==> config.mk <==
export PLATFORM = sky130hd
export DESIGN_NAME = load_store_unit_flat
export DESIGN_NICKNAME = d
export VERILOG_FILES = /design/src/rtl/load_store_unit_pkg.sv /design/src/rtl/load_store_unit_if.sv /design/src/rtl/load_store_unit_load_align.sv /design/src/rtl/load_store_unit.sv /design/src/flat_wrapper.sv
export SDC_FILE = /design/constraint.sdc
export NUM_CORES = 1
export LEC_CHECK = 0
export ABC_AREA = 1
export BUFFER_PORTS_ARGS = -buffer_cell sky130_fd_sc_hd__buf_2
export CAP_MARGIN = 20
export CORE_ASPECT_RATIO = 1.2
export CORE_MARGIN = 3
export CORE_UTILIZATION = 56
export DETAILED_ROUTE_END_ITERATION = 6
export PLACE_DENSITY = 0.87
export REMOVE_ABC_BUFFERS = 1
export SLEW_MARGIN = 20
export SYNTH_ARGS = -nofsm -noshare
export SYNTH_HDL_FRONTEND = slang
export SYNTH_HIERARCHICAL = 1
export SYNTH_SLANG_ARGS = --single-unit
==> constraint.sdc <==
create_clock -name clk -period 7 [get_ports clk]
set_input_delay 0.7 -clock clk [delete_from_list [all_inputs] [get_ports clk]]
set_output_delay 0.7 -clock clk [all_outputs]
set_load 0.05 [all_outputs]
==> src/rtl/load_store_unit_pkg.sv <==
// Shared types and constants for the load/store unit: datapath width, funct3
// size codes, FSM encoding and the byte-enable / fault helpers.
package load_store_unit_pkg;

  localparam int LSU_DATA_BITS = 32;

  localparam logic [2:0] F3_B  = 3'b000;
  localparam logic [2:0] F3_H  = 3'b001;
  localparam logic [2:0] F3_W  = 3'b010;
  localparam logic [2:0] F3_BU = 3'b100;
  localparam logic [2:0] F3_HU = 3'b101;

  typedef enum logic [1:0] {
    IDLE   = 2'd0,
    ACCESS = 2'd1,
    RESP   = 2'd2
  } lsu_state_e;

  // Size comes from funct3[1:0]; the sign bit does not change lane selection.
  function automatic logic [3:0] lsu_be(input logic [1:0] size, input logic [1:0] a);
    case (size)
      2'b00:   lsu_be = 4'b0001 << a;
      2'b01:   lsu_be = a[1] ? 4'b1100 : 4'b0011;
      default: lsu_be = 4'b1111;
    endcase
  endfunction

  function automatic logic lsu_fault(input logic [2:0] f3, input logic [1:0] a);
    case (f3)
      F3_B, F3_BU: lsu_fault = 1'b0;
      F3_H, F3_HU: lsu_fault = a[0];
      F3_W:        lsu_fault = |a;
      default:     lsu_fault = 1'b1;
    endcase
  endfunction

endpackage

==> src/rtl/load_store_unit_if.sv <==
// Word-addressed data-memory bus between the load/store unit and memory.
interface load_store_unit_if #(
  parameter int ADDR_BITS = 32,
  parameter int DATA_BITS = 32
);
  logic                 dmem_req;
  logic                 dmem_we;
  logic [3:0]           dmem_be;
  logic [ADDR_BITS-3:0] dmem_addr;
  logic [DATA_BITS-1:0] dmem_wdata;
  logic [DATA_BITS-1:0] dmem_rdata;
  logic                 dmem_stall;

  modport master (
    output dmem_req, dmem_we, dmem_be, dmem_addr, dmem_wdata,
    input  dmem_rdata, dmem_stall
  );

  modport slave (
    input  dmem_req, dmem_we, dmem_be, dmem_addr, dmem_wdata,
    output dmem_rdata, dmem_stall
  );
endinterface

==> src/rtl/load_store_unit_load_align.sv <==
// Combinational load lane extraction with sign/zero extension.
module lsu_load_align
  import load_store_unit_pkg::*;
#(
  parameter int DATA_BITS = LSU_DATA_BITS
) (
  input  logic [DATA_BITS-1:0] rdata,
  input  logic [1:0]           addr_lo,
  input  logic [2:0]           funct3,
  output logic [DATA_BITS-1:0] data
);

  logic [7:0]  b;
  logic [15:0] h;

  always_comb begin
    b = rdata[{addr_lo, 3'b000} +: 8];
    h = rdata[{addr_lo[1], 4'b0000} +: 16];
    case (funct3)
      F3_B:    data = {{(DATA_BITS-8){b[7]}}, b};
      F3_BU:   data = {{(DATA_BITS-8){1'b0}}, b};
      F3_H:    data = {{(DATA_BITS-16){h[15]}}, h};
      F3_HU:   data = {{(DATA_BITS-16){1'b0}}, h};
      default: data = rdata;
    endcase
  end

endmodule

==> src/rtl/load_store_unit.sv <==
// Load/store unit: IDLE -> (ACCESS) -> RESP per op, one op in flight.
// Outputs are gated by state so IDLE (and reset) drives them all low.
module load_store_unit
  import load_store_unit_pkg::*;
#(
  parameter int DATA_BITS = LSU_DATA_BITS,
  parameter int ADDR_BITS = 32
) (
  input  logic                 clk,
  input  logic                 rst,
  input  logic                 ex_valid,
  output logic                 ex_ready,
  input  logic [DATA_BITS-1:0] alu_result,
  input  logic [DATA_BITS-1:0] store_data,
  input  logic                 mem_read,
  input  logic                 mem_write,
  input  logic [2:0]           funct3,
  input  logic [4:0]           rd,
  input  logic                 reg_write,
  load_store_unit_if.master    dmem,
  output logic                 wb_valid,
  output logic [DATA_BITS-1:0] wb_data,
  output logic [4:0]           wb_rd,
  output logic                 wb_reg_write,
  output logic                 misalign
);

  lsu_state_e           state_q, state_d;
  logic [ADDR_BITS-1:0] addr_q, addr_d;
  logic [DATA_BITS-1:0] wdata_q, wdata_d;
  logic [DATA_BITS-1:0] res_q, res_d;
  logic [3:0]           be_q, be_d;
  logic [2:0]           f3_q, f3_d;
  logic [4:0]           rd_q, rd_d;
  logic                 rw_q, rw_d;
  logic                 st_q, st_d;
  logic                 ld_q, ld_d;
  logic                 flt_q, flt_d;
  logic [DATA_BITS-1:0] ld_data;
  logic                 mem_op, in_acc, in_resp;

  lsu_load_align #(.DATA_BITS(DATA_BITS)) u_align (
    .rdata   (dmem.dmem_rdata),
    .addr_lo (addr_q[1:0]),
    .funct3  (f3_q),
    .data    (ld_data)
  );

  always_comb begin
    state_d = state_q;
    addr_d  = addr_q;
    wdata_d = wdata_q;
    res_d   = res_q;
    be_d    = be_q;
    f3_d    = f3_q;
    rd_d    = rd_q;
    rw_d    = rw_q;
    st_d    = st_q;
    ld_d    = ld_q;
    flt_d   = flt_q;
    mem_op  = mem_read | mem_write;
    case (state_q)
      IDLE: if (ex_valid) begin
        addr_d = alu_result[ADDR_BITS-1:0];
        res_d  = alu_result;
        f3_d   = funct3;
        rd_d   = rd;
        rw_d   = reg_write;
        st_d   = mem_write;
        ld_d   = mem_read & ~mem_write;
        flt_d  = mem_op & lsu_fault(funct3, alu_result[1:0]);
        be_d   = lsu_be(funct3[1:0], alu_result[1:0]);
        case (funct3[1:0])
          2'b00:   wdata_d = {(DATA_BITS/8){store_data[7:0]}};
          2'b01:   wdata_d = {(DATA_BITS/16){store_data[15:0]}};
          default: wdata_d = store_data;
        endcase
        state_d = (mem_op && !flt_d) ? ACCESS : RESP;
      end
      ACCESS: if (!dmem.dmem_stall) begin
        state_d = RESP;
        if (ld_q) res_d = ld_data;
      end
      RESP:    state_d = IDLE;
      default: state_d = IDLE;
    endcase
  end

  always_ff @(posedge clk or posedge rst) begin
    if (rst) begin
      state_q <= IDLE;
      addr_q  <= '0;
      wdata_q <= '0;
      res_q   <= '0;
      be_q    <= '0;
      f3_q    <= '0;
      rd_q    <= '0;
      rw_q    <= 1'b0;
      st_q    <= 1'b0;
      ld_q    <= 1'b0;
      flt_q   <= 1'b0;
    end else begin
      state_q <= state_d;
      addr_q  <= addr_d;
      wdata_q <= wdata_d;
      res_q   <= res_d;
      be_q    <= be_d;
      f3_q    <= f3_d;
      rd_q    <= rd_d;
      rw_q    <= rw_d;
      st_q    <= st_d;
      ld_q    <= ld_d;
      flt_q   <= flt_d;
    end
  end

  assign in_acc  = (state_q == ACCESS);
  assign in_resp = (state_q == RESP);

  assign ex_ready        = (state_q == IDLE);
  assign dmem.dmem_req   = in_acc;
  assign dmem.dmem_we    = in_acc & st_q;
  assign dmem.dmem_be    = in_acc ? be_q : 4'b0000;
  assign dmem.dmem_addr  = in_acc ? addr_q[ADDR_BITS-1:2] : '0;
  assign dmem.dmem_wdata = in_acc ? wdata_q : '0;

  assign wb_valid     = in_resp;
  assign wb_data      = in_resp ? res_q : '0;
  assign wb_rd        = in_resp ? rd_q : 5'd0;
  assign wb_reg_write = in_resp & rw_q & ~st_q & ~flt_q & (|rd_q);
  assign misalign     = in_resp & flt_q;

endmodule

==> src/flat_wrapper.sv <==
// flat-port wrapper written by rule: the top's interface ports become plain ports
module load_store_unit_flat import load_store_unit_pkg::*;
#(
  parameter int DATA_BITS = LSU_DATA_BITS,
  parameter int ADDR_BITS = 32
)
  (clk, rst, ex_valid, ex_ready, alu_result, store_data, mem_read, mem_write, funct3, rd, reg_write, wb_valid, wb_data, wb_rd, wb_reg_write, misalign, dmem_dmem_req, dmem_dmem_we, dmem_dmem_be, dmem_dmem_addr, dmem_dmem_wdata, dmem_dmem_rdata, dmem_dmem_stall);
  load_store_unit_if #(.ADDR_BITS(ADDR_BITS), .DATA_BITS(DATA_BITS)) dmem_i ();
  input  logic clk;
  input  logic rst;
  input  logic ex_valid;
  output logic ex_ready;
  input  logic [DATA_BITS-1:0] alu_result;
  input  logic [DATA_BITS-1:0] store_data;
  input  logic mem_read;
  input  logic mem_write;
  input  logic [2:0] funct3;
  input  logic [4:0] rd;
  input  logic reg_write;
  output logic wb_valid;
  output logic [DATA_BITS-1:0] wb_data;
  output logic [4:0] wb_rd;
  output logic wb_reg_write;
  output logic misalign;
  output wire logic [$bits(dmem_i.dmem_req)-1:0] dmem_dmem_req;
  output wire logic [$bits(dmem_i.dmem_we)-1:0] dmem_dmem_we;
  output wire logic [$bits(dmem_i.dmem_be)-1:0] dmem_dmem_be;
  output wire logic [$bits(dmem_i.dmem_addr)-1:0] dmem_dmem_addr;
  output wire logic [$bits(dmem_i.dmem_wdata)-1:0] dmem_dmem_wdata;
  input wire logic [$bits(dmem_i.dmem_rdata)-1:0] dmem_dmem_rdata;
  input wire logic [$bits(dmem_i.dmem_stall)-1:0] dmem_dmem_stall;
  assign dmem_dmem_req = dmem_i.dmem_req;
  assign dmem_dmem_we = dmem_i.dmem_we;
  assign dmem_dmem_be = dmem_i.dmem_be;
  assign dmem_dmem_addr = dmem_i.dmem_addr;
  assign dmem_dmem_wdata = dmem_i.dmem_wdata;
  assign dmem_i.dmem_rdata = dmem_dmem_rdata;
  assign dmem_i.dmem_stall = dmem_dmem_stall;
  load_store_unit #(.DATA_BITS(DATA_BITS), .ADDR_BITS(ADDR_BITS)) u_core (.clk(clk), .rst(rst), .ex_valid(ex_valid), .ex_ready(ex_ready), .alu_result(alu_result), .store_data(store_data), .mem_read(mem_read), .mem_write(mem_write), .funct3(funct3), .rd(rd), .reg_write(reg_write), .dmem(dmem_i), .wb_valid(wb_valid), .wb_data(wb_data), .wb_rd(wb_rd), .wb_reg_write(wb_reg_write), .misalign(misalign));
endmodule
==> key figures, run 1 <==
Outcome
  – Status: completed

Synthesis
  – Sequential cell area fraction in the yosys report: 42.1%
  – Ys Warns: 6
  – #FFs+latches synth: 114
  – Syn Inst Count: 1,010
  – Synth cell types: 28
  – Avg Synthesized Cell Area: 6.72 sq um
  – Post-Syn Area: 6780 sq um

Floorplan
  – Rows: 43
  – I/O pin cnt: 220
  – DIE HEIGHT: 127 um
  – Die ar.: 13,500 sq um
  – Die X: 106 um
  – Initial Util: 58.1%
  – Core ar.: 11,700 sq um

Clock network
  – Worst-path clk slew: 50 ps
  – CTS Buf Count: 17
  – Clock sinks: 114
  – Clock root buffer master: clkbuf_16
  – H-Tree Depth: 4
  – Max clock buf depth: 2
  – Post-CTS Hold Buffers: 0
  – Clock Latency Late Sink: 410 ps
  – Post-CTS Setup Inserts: 0
  – CTS tree: built
  – Post-CTS Resized: 0

Drt
  – Pre-antenna DRT Iters: 7
  – DR WL/cell: 13.6 um
  – ANT nets after route: 0
  – Final WL: 18,600 um
  – Via total after detailed routing: 6,886
  – Iter 0 DRT Violations: 413
  – DRC Markers: 0
  – Vias per cell: 5.04

Critical path
  – Worst setup EP type: output pin
  – End of the critical path: dmem_dmem_req
  – Crit path max fanout: 58
  – R2R Path Start: u_core/state_q[1]$_DFFE_PP0P_
  – Critical Path AT: 2770 ps
  – Type of origin of the critical path: register
  – R2r worst-path depth: 7
  – Crit path launch: u_core/state_q[1]$_DFFE_PP0P_
  – Crit path kind: register to output pin
  – FF-to-FF End: u_core/res_q[13]$_DFFE_PP0P_
  – Worst EP required: 6300 ps
  – Worst R2R Setup Slack: 3930 ps

STA
  – Worst setup margin: 3530 ps
  – Relative slew slack: 30.7%
  – Max Clock Skew: 5.88 ps
  – Slew @ Worst Pin: 1040 ps
  – Final Hold Viols: 0
  – Final setup fails: 0
  – Tcrit/Tclk final: 49.5%
  – Crit path time final: 3470 ps
  – Fin. max-slew vios: 0
  – RSZ-0062 raised after global routing: false
  – TNS Setup: 0 ps
  – Fmax: 0.288 GHz

Global route
  – Number of global-route vias before repair: 6,182
  – Initial antenna violation count: 0
  – Pin count of the biggest net entering global routing: 83
  – Global-route wire length before repair: 29,600 um
  – Grt total ovfl: 0
  – Total track usage: 27.3%

Finish
  – Synth-to-layout area growth: 23.5%
  – ANT cells: 0
  – Share of cells above drive strength 1: 24.1%
  – Fill count: 1,017
  – Final Net Count: 1,309
  – Reg area: 2850 sq um
  – Multi-input logic area: 2940 sq um

Placed design
  – PortBufs: 219
  – Pre-CTS WS: 3980 ps
  – Gp weighted congestion: 0.859
  – Detail Placement HPWL: 12,900 um

Power and ir drop
  – Pwr per Cell Area: 347 nW/um^2
  – Pleak: 5.05 nW
  – Peak supply drop: 0.171 mV

Flow run
  – Max_cap viols: 0

Hold path
  – HP Class: input pin to asynchronous set/reset pin
==> worst max-delay path: stages (launching register included) <==
cell	delay (ps)
dfrtp_1	380
inv_1	90
nand2_2	350
buf_4	450
inv_2	650
buf_2	400
==> Yosys cell counts (all sizes together) <==
cell    number  share of area (%)
a21oi        4               0.30
nand3b       1               0.11
buf         41                3.8
nor2       125                7.1
o21ai      125                9.4
inv        181                 10
nand3       84                7.7
nand2      303                 17
or2          4               0.37
nor3         3               0.30
clkbuf      15               0.85
nand4        3               0.28
o211ai       5               0.55
and2         1               0.13
dfrtp      114                 42
a31oi        1              0.092
==> sequential cells by signal, indices dropped and copies added (netlist names) <==
name / count
u_core/addr_q: 32
u_core/be_q: 4
u_core/f3_q: 3
u_core/flt_q: 1
u_core/ld_q: 1
u_core/rd_q: 5
u_core/res_q: 32
u_core/rw_q: 1
u_core/st_q: 1
u_core/state_q: 2
u_core/wdata_q: 32
==> power breakdown <==
part / switching (mW) / internal [mW] / total (mW)
Clock: 0.287 / 0.552 / 0.839
Combinational: 0.761 / 0.297 / 1.06
Sequential: 0.132 / 0.874 / 1.01
==> cell families (layout without fill, tap and decap cells) <==
| logic type | after synthesis | count (layout) | synth area share (%) |
|---|---|---|---|
| AND/OR/NAND/NOR | 524 | 524 | 33.0 |
| flip-flops | 114 | 114 | 42.1 |
| AO/OA/AOI/OAI | 135 | 135 | 10.3 |
| buffers and inverters | 237 | 435 | 14.6 |
==> layout by cell type, fill, tap and decap left out, types with 2 or more instances in the layout <==
cell type	synthesis	layout
nor3_1	2	2
inv_1	178	177
nor2_1	122	122
nand2_2	4	4
dfrtp_1	114	114
clkbuf_8	0	4
o21ai_0	123	123
or2_2	4	4
clkinv_2	0	4
nor2_2	2	2
clkbuf_1	14	2
nand4_1	3	3
inv_2	3	3
nand2_1	298	298
bufinv_16	0	2
nand3_2	20	20
o211ai_1	5	5
a21oi_1	4	4
buf_4	3	6
buf_2	31	219
nand3_1	64	64
clkbuf_16	0	17
==> how the worst min path moves through the flow <==
stage                                             from                            end  slack [ps]  cells after the start
final                                              rst  u_core/wdata_q[2]$_DFFE_PP0P_         360                      2
after CTS                                          rst  u_core/wdata_q[2]$_DFFE_PP0P_         370                      2
after floorplan           u_core/res_q[23]$_DFFE_PP0P_   u_core/res_q[23]$_DFFE_PP0P_         440                      2
after global placement    u_core/res_q[23]$_DFFE_PP0P_   u_core/res_q[23]$_DFFE_PP0P_         460                      2
after detailed placement  u_core/res_q[23]$_DFFE_PP0P_   u_core/res_q[23]$_DFFE_PP0P_         460                      2
after global routing                               rst  u_core/wdata_q[2]$_DFFE_PP0P_         400                      2
==> cell type report <==
cell class / instances / area share (%)
clock inverters: 6 / 0.956
repair buffers: 225 / 13.6
flip-flops and latches: 114 / 34.1
inverters: 181 / 8.14
clock buffers: 23 / 5.82
well taps: 157 / 2.34
multi-input cells: 659 / 35.1
==> stage by stage <==
step	utilization, %	area [sq um]	power [mW]	hold slack (ps)	instances
finish	71.8	8380	2.90	359	1365
CTS	71.8	8380	2.91	371	1365
floorplan	-	6470	1.78	442	954
global placement	66.9	7810	2.03	457	1336
detailed placement	66.9	7810	2.06	462	1336
global route	71.8	8380	3.09	404	1365
==> routing by layer <==
layer  vias to the layer above  part of all wire (%)  track usage (%)
met2                       300                    49             45.8
met4                         0                   1.8             7.60
met5                         -                     0                0
met1                      3126                    41             34.4
li1                       3429                     -                -
met3                        31                   9.0             8.19
Note: power is estimated with default switching activity, not from simulation.
==> run 2, diff against run 1 <==
Settings changed: CORE_UTILIZATION 56 to 52, PLACE_DENSITY 0.87 to 0.82.
Clock period 7 ns to 3.2 ns, I/O delays scaled along.
==> run 2 against run 1 <==
Against the previous run: final cell count grew 1.2%; sequential cell count unchanged; power rose by 130%; die area up 7.3%; global-route usage is 0.69 points lower; via count increased by 0.13%; final area up 1.8%; first-iteration DRC count shrank 3.6%; wire length grew 1.7%; sequential power is 120% higher; utilization down 4.7 points.
==> key figures, run 2 (same netlist as run 1, synthesis figures left out) <==
Outcome
  – Status: completed (unchanged)

Critical path
  – R2R Path Start: u_core/state_q[1]$_DFFE_PP0P_ (unchanged)
  – FF-to-FF End: u_core/res_q[13]$_DFFE_PP0P_ (unchanged)
  – Crit path kind: register to output pin (unchanged)
  – Worst setup EP type: output pin (unchanged)
  – Worst R2R Setup Slack: 870 ps (was 3930 ps)
  – Critical Path AT: 2200 ps (was 2770 ps)
  – Crit path launch: u_core/state_q[0]$_DFFE_PP0P_ (was u_core/state_q[1]$_DFFE_PP0P_)
  – Crit path max fanout: 49 (was 58)
  – End of the critical path: dmem_dmem_addr[14] (was dmem_dmem_req)
  – Type of origin of the critical path: register (unchanged)
  – Worst EP required: 2880 ps (was 6300 ps)
  – R2r worst-path depth: 6 (was 7)

STA
  – Fmax: 0.396 GHz
  – Max Clock Skew: 9.09 ps (was 5.88 ps)
  – RSZ-0062 raised after global routing: false (unchanged)
  – Relative slew slack: 37.4% (was 30.7%)
  – Slew @ Worst Pin: 935 ps (was 1040 ps)
  – Final setup fails: 0 (unchanged)
  – Fin. max-slew vios: 0 (unchanged)
  – Worst setup margin: 677 ps (was 3530 ps)
  – Tcrit/Tclk final: 78.9%
  – Crit path time final: 2520 ps
  – Final Hold Viols: 0 (unchanged)

Floorplan
  – Die X: 110 um (was 106 um)
  – Rows: 45 (was 43)
  – DIE HEIGHT: 131 um (was 127 um)
  – Die ar.: 14,500 sq um (was 13,500 sq um)
  – I/O pin cnt: 220 (unchanged)
  – Core ar.: 12,700 sq um (was 11,700 sq um)
  – Initial Util: 53.3% (was 58.1%)

Clock network
  – Post-CTS Resized: 0 (unchanged)
  – CTS tree: built (unchanged)
  – H-Tree Depth: 4 (unchanged)
  – Clock root buffer master: clkbuf_16 (unchanged)
  – Clock sinks: 114 (unchanged)
  – Worst-path clk slew: 60 ps (was 50 ps)
  – Post-CTS Hold Buffers: 0 (unchanged)
  – Post-CTS Setup Inserts: 0 (unchanged)
  – Clock Latency Late Sink: 410 ps (about the same)
  – CTS Buf Count: 17 (unchanged)
  – Max clock buf depth: 2 (unchanged)

Placed design
  – Detail Placement HPWL: 13,400 um (was 12,900 um)
  – PortBufs: 219 (unchanged)
  – Placed cells: 1,348 (was 1,336)
  – Placed Area: 7890 sq um (was 7810 sq um)
  – Pre-CTS WS: 880 ps (was 3980 ps)
  – Gp weighted congestion: 0.861 (was 0.859)

Drt
  – DRC Markers: 0 (unchanged)
  – Pre-antenna DRT Iters: 5 (was 7)
  – Iter 0 DRT Violations: 398 (was 413)
  – Vias per cell: 4.99 (was 5.04)
  – DR WL/cell: 13.7 um (was 13.6 um)
  – Final WL: 18,900 um (was 18,600 um)
  – ANT nets after route: 0 (unchanged)
  – Via total after detailed routing: 6,895 (was 6,886)

Finish
  – Fill count: 1,156 (was 1,017)
  – Final design area excluding fillers: 8530 sq um (was 8380 sq um)
  – Final std cells w/o fill: 1,382 (was 1,365)
  – Largest regs: u_core/addr_q x32, u_core/res_q x32, u_core/wdata_q x32 (unchanged)
  – Most frequent cells in the layout: 298 x nand2_1, 219 x buf_2, 177 x inv_1 (unchanged)
  – Fin util: 67.0% (was 71.8%)
  – Final Net Count: 1,314 (was 1,309)
  – Share of cells above drive strength 1: 24.7% (was 24.1%)
  – Synth-to-layout area growth: 25.7% (was 23.5%)
  – Most common cell after layout, fill and taps aside: nand2_1 (unchanged)

Global route
  – Pin count of the biggest net entering global routing: 115 (was 83)
  – Grt total ovfl: 0 (unchanged)
  – Total track usage: 26.6% (was 27.3%)
  – Global-route wire length before repair: 30,700 um (was 29,600 um)
  – Number of global-route vias before repair: 6,503 (was 6,182)
  – Initial antenna violation count: 2 (was 0)

Hold path
  – HP Class: input pin to asynchronous set/reset pin (unchanged)

Power and ir drop
  – Pleak: 5.11 nW (was 5.05 nW)
  – Peak supply drop: 0.411 mV (was 0.171 mV)
  – Pwr per Cell Area: 772 nW/um^2 (was 347 nW/um^2)

Flow run
  – Max_cap viols: 0 (unchanged)
[run 2: changes by cell type in the layout (fill, tap and decap cells not counted), sizes merged]
cell	delta
buf	+5
bufinv	+2
clkbuf	-3
clkinv	+1
clkinvlp	+2
diode	+2
inv	+1
[run 2: critical path: stages, from the launching register on]
cell	delay [ps]
dfrtp_1	430
nand2_2	120
buf_4	470
buf_4	450
nor2_1	90
buf_2	220
[run 2: layout make-up]
class	instances	area, sq um	area share [%]
Multi-Input combinational cell	659	2940	34.4
Sequential cell	114	2850	33.4
Timing Repair Buffer	230	1210	14.2
Inverter	181	682	7.99
Clock buffer	20	457	5.35
Tap cell	164	205	2.41
Clock inverter	12	180	2.11
Antenna cell	2	5.00	0.0587
[run 2: through the flow]
step	total power, mW	hold slack (ps)	TNS [ps]
final	6.58	51.7	0
after CTS	6.62	87.0	0
after global routing	7.03	109	0
after global placement	4.49	455	0
after floorplan	3.89	430	-15470
after detailed placement	4.57	465	0
[run 2: routing by layer]
metal | wire (um) | GRT usage [%] | up-vias
met2 | 9210 | 44.0 | 250
met4 | 283 | 8.62 | 0
met3 | 1470 | 7.08 | 21
met1 | 7910 | 33.5 | 3173
met5 | 0 | 0 | -
li1 | - | - | 3451
[run 2: worst min path at each step]
stage | from | endpoint | slack [ps] | cells past startpoint
2_1_floorplan | funct3[0] | u_core/f3_q[0]$_DFFE_PP0P_ | 430 | 2
3_3_place_gp | u_core/res_q[29]$_DFFE_PP0P_ | u_core/res_q[29]$_DFFE_PP0P_ | 450 | 2
3_5_place_dp | u_core/wdata_q[28]$_DFFE_PP0P_ | u_core/wdata_q[28]$_DFFE_PP0P_ | 470 | 2
4_1_cts | rst | u_core/wdata_q[11]$_DFFE_PP0P_ | 90 | 3
5_1_grt | rst | u_core/wdata_q[11]$_DFFE_PP0P_ | 110 | 3
6_report | rst | u_core/wdata_q[11]$_DFFE_PP0P_ | 50 | 3
[run 2: report_power, final]
part | total, mW | switching, mW | internal [mW] | leakage (nW)
Clock | 2.03 | 0.685 | 1.35 | 0.307
Sequential | 2.18 | 0.267 | 1.91 | 1.40
Combinational | 2.37 | 1.70 | 0.672 | 3.40
Total | 6.58 | 2.65 | 3.93 | 5.11
